`config.mk`:
```
export PLATFORM = sky130hd
export DESIGN_NAME = eq_bar_display
export DESIGN_NICKNAME = d
export VERILOG_FILES = /design/src/rtl/eq_bar_display.sv
export SDC_FILE = /design/constraint.sdc
export NUM_CORES = 1
export LEC_CHECK = 0
export BUFFER_PORTS_ARGS = -buffer_cell sky130_fd_sc_hd__buf_2
export CAP_MARGIN = 20
export CORE_UTILIZATION = 28
export DETAILED_ROUTE_END_ITERATION = 16
export PLACE_DENSITY_LB_ADDON = 0.1
export SYNTH_ARGS = -nofsm -noshare
export SYNTH_HDL_FRONTEND = slang
export SYNTH_SLANG_ARGS = --single-unit
```
`constraint.sdc`:
```
create_clock -name vclock -period 25.7 [get_ports vclock]
set_input_delay 3.855 -clock vclock [delete_from_list [all_inputs] [get_ports vclock]]
set_output_delay 3.855 -clock vclock [all_outputs]
set_load 0.02 [all_outputs]
```
`src/rtl/eq_bar_display.sv`:
```
// 16-band equaliser bar renderer for an XVGA timing stream.
// A shadow bank takes level writes at any time. Once per frame, at the first
// vblank line, the shadow bank is copied into the active bank and the peak
// markers are updated, one band per cycle. The two-stage pixel pipeline reads
// only the active and peak banks, so a frame never tears on mid-frame writes.
module eq_bar_display #(
  parameter int          HOLD_FRAMES = 30,
  parameter int          DECAY       = 1,
  parameter logic [23:0] BAR_COLOR   = 24'h00FF00,
  parameter logic [23:0] PEAK_COLOR  = 24'hFF0000
) (
  input  logic        vclock,
  input  logic        reset,
  input  logic [10:0] hcount,
  input  logic [9:0]  vcount,
  input  logic        hsync,
  input  logic        vsync,
  input  logic        blank,
  input  logic        lvl_we,
  input  logic [3:0]  lvl_addr,
  input  logic [7:0]  lvl_data,
  output logic [23:0] pixel,
  output logic        hsync_out,
  output logic        vsync_out,
  output logic        blank_out,
  output logic        commit_busy
);

  localparam int          HW      = (HOLD_FRAMES < 2) ? 1 : $clog2(HOLD_FRAMES + 1);
  localparam logic [8:0]  DECAY_W = 9'(DECAY);

  typedef enum logic [0:0] {IDLE, COMMIT} state_t;

  state_t        state, state_next;
  logic [3:0]    idx, idx_next;
  logic [7:0]    shadow [0:15];
  logic [7:0]    active [0:15];
  logic [7:0]    peak   [0:15];
  logic [HW-1:0] hold   [0:15];
  logic          frame_tick;

  logic [7:0]    cur_lvl, cur_pk, new_pk;
  logic [HW-1:0] cur_hold, new_hold;
  logic [8:0]    decayed;

  logic          s1_col_ok, s1_hs, s1_vs, s1_blank;
  logic [9:0]    s1_vcount;
  logic [7:0]    s1_lvl, s1_pk;
  logic [9:0]    bar_top, pk_line;
  logic          bar_on, pk_on;
  logic [23:0]   pixel_next;

  // First line of vertical blanking starts the copy walk.
  assign frame_tick  = (hcount == 11'd0) && (vcount == 10'd768);
  assign commit_busy = (state == COMMIT);

  // FSM state and walk index register.
  always_ff @(posedge vclock or posedge reset) begin
    if (reset) begin
      state <= IDLE;
      idx   <= 4'd0;
    end else begin
      state <= state_next;
      idx   <= idx_next;
    end
  end

  // Next-state logic: a tick while walking is ignored, the walk always ends at 15.
  always_comb begin
    state_next = state;
    idx_next   = idx;
    case (state)
      IDLE: begin
        if (frame_tick) begin
          state_next = COMMIT;
          idx_next   = 4'd0;
        end else begin
          state_next = IDLE;
        end
      end
      COMMIT: begin
        if (idx == 4'd15) begin
          state_next = IDLE;
          idx_next   = 4'd0;
        end else begin
          idx_next   = idx + 4'd1;
        end
      end
      default: begin
        state_next = IDLE;
        idx_next   = 4'd0;
      end
    endcase
  end

  // Shadow bank accepts writes at any time, including during the walk.
  always_ff @(posedge vclock or posedge reset) begin
    if (reset) begin
      for (int k = 0; k < 16; k++) shadow[k] <= 8'd0;
    end else if (lvl_we) begin
      shadow[lvl_addr] <= lvl_data;
    end
  end

  assign cur_lvl  = shadow[idx];
  assign cur_pk   = peak[idx];
  assign cur_hold = hold[idx];
  assign decayed  = {1'b0, cur_pk} - DECAY_W;

  // Peak rule: capture and re-arm hold on a new high, else count hold down, else decay toward the level.
  always_comb begin
    new_pk   = cur_pk;
    new_hold = cur_hold;
    if (cur_lvl >= cur_pk) begin
      new_pk   = cur_lvl;
      new_hold = HW'(HOLD_FRAMES);
    end else if (cur_hold != '0) begin
      new_hold = cur_hold - HW'(1);
    end else if (({1'b0, cur_pk} < DECAY_W) || (decayed < {1'b0, cur_lvl})) begin
      new_pk   = cur_lvl;
    end else begin
      new_pk   = decayed[7:0];
    end
  end

  // Active/peak/hold banks are written only by the walk, one band per cycle.
  always_ff @(posedge vclock or posedge reset) begin
    if (reset) begin
      for (int k = 0; k < 16; k++) begin
        active[k] <= 8'd0;
        peak[k]   <= 8'd0;
        hold[k]   <= '0;
      end
    end else if (state == COMMIT) begin
      active[idx] <= cur_lvl;
      peak[idx]   <= new_pk;
      hold[idx]   <= new_hold;
    end
  end

  // Stage 1: band decode and bank read; columns past 1023 are always blanking in XVGA.
  always_ff @(posedge vclock or posedge reset) begin
    if (reset) begin
      s1_col_ok <= 1'b0;
      s1_vcount <= 10'd0;
      s1_lvl    <= 8'd0;
      s1_pk     <= 8'd0;
      s1_hs     <= 1'b1;
      s1_vs     <= 1'b1;
      s1_blank  <= 1'b1;
    end else begin
      s1_col_ok <= !hcount[10] && (hcount[5:0] < 6'd56);
      s1_vcount <= vcount;
      s1_lvl    <= active[hcount[9:6]];
      s1_pk     <= peak[hcount[9:6]];
      s1_hs     <= hsync;
      s1_vs     <= vsync;
      s1_blank  <= blank;
    end
  end

  assign bar_top = 10'd640 - {1'b0, s1_lvl, 1'b0};
  assign pk_line = 10'd639 - {1'b0, s1_pk, 1'b0};
  assign bar_on  = s1_col_ok && (s1_lvl != 8'd0) && (s1_vcount >= bar_top) && (s1_vcount <= 10'd639);
  assign pk_on   = s1_col_ok && (s1_pk != 8'd0) &&
                   ((s1_vcount == pk_line) || (s1_vcount == pk_line - 10'd1));

  // Colour priority: blanking, then peak marker, then bar, then background.
  always_comb begin
    pixel_next = 24'h000000;
    if (s1_blank) begin
      pixel_next = 24'h000000;
    end else if (pk_on) begin
      pixel_next = PEAK_COLOR;
    end else if (bar_on) begin
      pixel_next = BAR_COLOR;
    end else begin
      pixel_next = 24'h000000;
    end
  end

  // Stage 2: registered pixel and timing outputs.
  always_ff @(posedge vclock or posedge reset) begin
    if (reset) begin
      pixel     <= 24'h000000;
      hsync_out <= 1'b1;
      vsync_out <= 1'b1;
      blank_out <= 1'b1;
    end else begin
      pixel     <= pixel_next;
      hsync_out <= s1_hs;
      vsync_out <= s1_vs;
      blank_out <= s1_blank;
    end
  end

endmodule

```
==> metrics.yaml <==
finalPower_mw: 1.96
timing.max_cap.violations: 0
ios: 67
multiInputGateArea_mm2: 0.0108
fin_worst_skew_ns: 0.0403
syn_area_mm2: 0.0243
nFillCells: 8585
holdWs_ns: 0.355
required_ns: 26.17
grt_util_all_layers_pct: 16.6
dieWidth_um: 296
syn_inst: 2023
fin_nets: 2098
grt_max_degree: 160
drv_slew: 0
wl_per_cell_um: 21.9
drcViolationCount: 0
syn_to_final_growth_pct: 14.4
path_max_fanout: 35
leakage_nw: 11.9
design.die.area_mm2: 0.0879
clk_latency_ns: 0.64
tightest_slew_ns: 1.03
antenna_cells: 0
yosys.area.top_type: "dfrtp_1"
cts_setup_buffers: 0
hold_buffers: 0
rows: 107
routed_wl_um: 70700
relSlewSlack_pct: 31.0
finalHoldViolCount: 0
seq_area_mm2: 0.0126
place_hpwl_um: 43400
status: "completed"
ys_ff_latch: 504
vias: 15600
fin_cells: 3220
cp-end-kind: "flop"
cts.sinks: 504
antenna_found_initial: 0
syn_avg_cell_area_um2: 12.0
avgViaCountPerCell: 4.84
h-tree-depth: 2
grt_overflow: 0
numCtsBuffers: 59
setup_tns_ns: 0
ys_warn_count: 0
cts_resized: 0
hold_class: "flop to flop"
synth-edff-count: 0
first_pass_iters: 5
core_area_mm2: 0.0855
seq_area_frac_synth_pct: 52.0
finalCriticalPeriod_ns: 6.36
portBuffers: 58
place_congestion: 0.798
vdd_drop_max_uv: 43.6
pwr_density_cell_mw_per_mm2: 70.6
final_util_pct: 32.5
worstPathArrival_ns: 6.83
start_kind: "flop"
drive_above_1_share_pct: 27.2
dp_slack_ns: 18.56
grt_pass1_wl_um: 109000
synth_top_area_share_pct: 51.3
root_buffer: "clkbuf_16"
clk_pin_slew_ns: 0.06
first_global_vias: 16400
max_freq_ghz: 0.157
dr.first_iter.drc_count: 820
cts_tree: "yes"
ys_types: 74
synth_area_leaders: "dfrtp_1 (51%), mux4_2 (14%), mux2_2 (6.4%), o21ai_0 (6.1%), nand2_1 (5.4%)"
die_h_um: 296
fin_ws_ns: 19.34
start_util_pct: 28.4
dpl-instance-area_mm2: 0.0256
period_share_pct: 24.8
async_flop_share_pct: 100
rsz0062_at_grt: "no"
setup-violations-final: 0
synth_flop_cell: "dfrtp_1"
dp.cells: 3105
crit_type: "flop to flop"
ant_nets: 0
clockBufferDepth: 3
stdcell_area_mm2: 0.0278
-- state kept, by name, indices dropped and copies added, names as in the netlist --
signal / cells
active: 128
blank_out: 1
commit_busy: 1
hold: 80
hsync_out: 1
idx: 4
peak: 128
pixel: 2
s1_blank: 1
s1_col_ok: 1
s1_hs: 1
s1_lvl: 8
s1_pk: 8
s1_vcount: 10
s1_vs: 1
shadow: 128
vsync_out: 1
-- per-layer routing --
| metal | vias up | global-route usage [%] | routed length [µm] |
|---|---|---|---|
| li1 | 7215 | - | - |
| met4 | 0 | 4.50 | 1710 |
| met1 | 7998 | 22.2 | 32200 |
| met3 | 106 | 2.47 | 2460 |
| met5 | - | 0 | 0 |
| met2 | 274 | 28.1 | 34300 |
-- where the power goes --
group | internal, mW | total (mW) | switching [mW] | leakage [nW]
clock network | 0.546 | 0.894 | 0.348 | 1.05
registers | 0.842 | 0.865 | 0.0230 | 6.77
logic | 0.0840 | 0.202 | 0.118 | 4.06
-- layout make-up --
class                   count  share of cell area, %
multi-input cells        1316                   38.7
repair buffers            112                   2.64
inverters                  33                  0.473
clock buffers              82                   6.20
clock inverters            29                   1.31
flip-flops and latches    504                   45.5
well taps                1144                   5.15
-- synthesized netlist by cell type, drive strengths merged (6+ instances only) --
cell type and count:
a21oi 41, a22oi 16, buf 58, clkbuf 119, dfrtp 498, dfstp 6
ha 33, inv 32, mux2 139, mux2i 13, mux4 164, nand2 352
nand2b 10, nand3 25, nor2 81, nor2b 6, nor3 9, nor4 6
o21a 6, o21ai 328, xnor2 12, xor2 9
-- layout by cell type (no fill, tap or decap), types with 8 or more instances in the layout --
cell / n
o21ai_0: 298
buf_2: 58
mux4_2: 146
mux2_2: 139
o21ai_1: 27
clkinv_2: 16
mux4_1: 16
a21oi_1: 31
ha_1: 33
xnor2_1: 12
conb_1: 8
nand3_1: 9
nand2b_1: 10
bufinv_16: 8
a21oi_2: 10
dfrtp_1: 495
nand3_2: 16
nand2_1: 351
inv_1: 31
a22oi_1: 14
clkbuf_8: 17
nor2_1: 80
clkbuf_16: 59
xor2_1: 9
buf_4: 51
mux2i_1: 13
-- cell families after synthesis --
group,synth area share (%)
and+or+nand+nor,8.99
DFF,52.0
AOI/OAI and AO/OA,9.92
muxes,22.5
buffers and inverters,4.16
adders and majority gates,1.70
xor gates and xnor gates,0.758
other,0.0154
-- final timing paths --
kind                       slack (ns)  depth (start not counted)   start     endpoint
setup / recovery                19.34                         19  idx[0]     peak[61]
hold / removal                   0.35                          0   s1_vs    vsync_out
setup reg to reg                19.34                         19  idx[0]     peak[61]
hold reg to reg                  0.35                          0   s1_vs    vsync_out
max in group asynchronous       19.36                          5   reset  active[102]
min in group asynchronous        3.34                          2   reset  shadow[106]
-- worst max-delay path, cell delays in order (launching register included) --
cell and delay (ns):
dfrtp_4 0.75, buf_4 0.73, mux4_2 0.60, a22oi_2 0.20, nand2_2 0.14, inv_1 0.09, ha_1 0.21, nand3_1 0.15
and2_1 0.27, nand2b_1 0.17, xnor2_1 0.24, inv_1 0.09, ha_1 0.27, o21ai_0 0.16, nor2_1 0.07, a21boi_0 0.14
a211oi_2 0.58, o32ai_1 0.23, a311oi_4 0.86, a21oi_1 0.17
No activity file was read; power rests on OpenSTA's default activity.
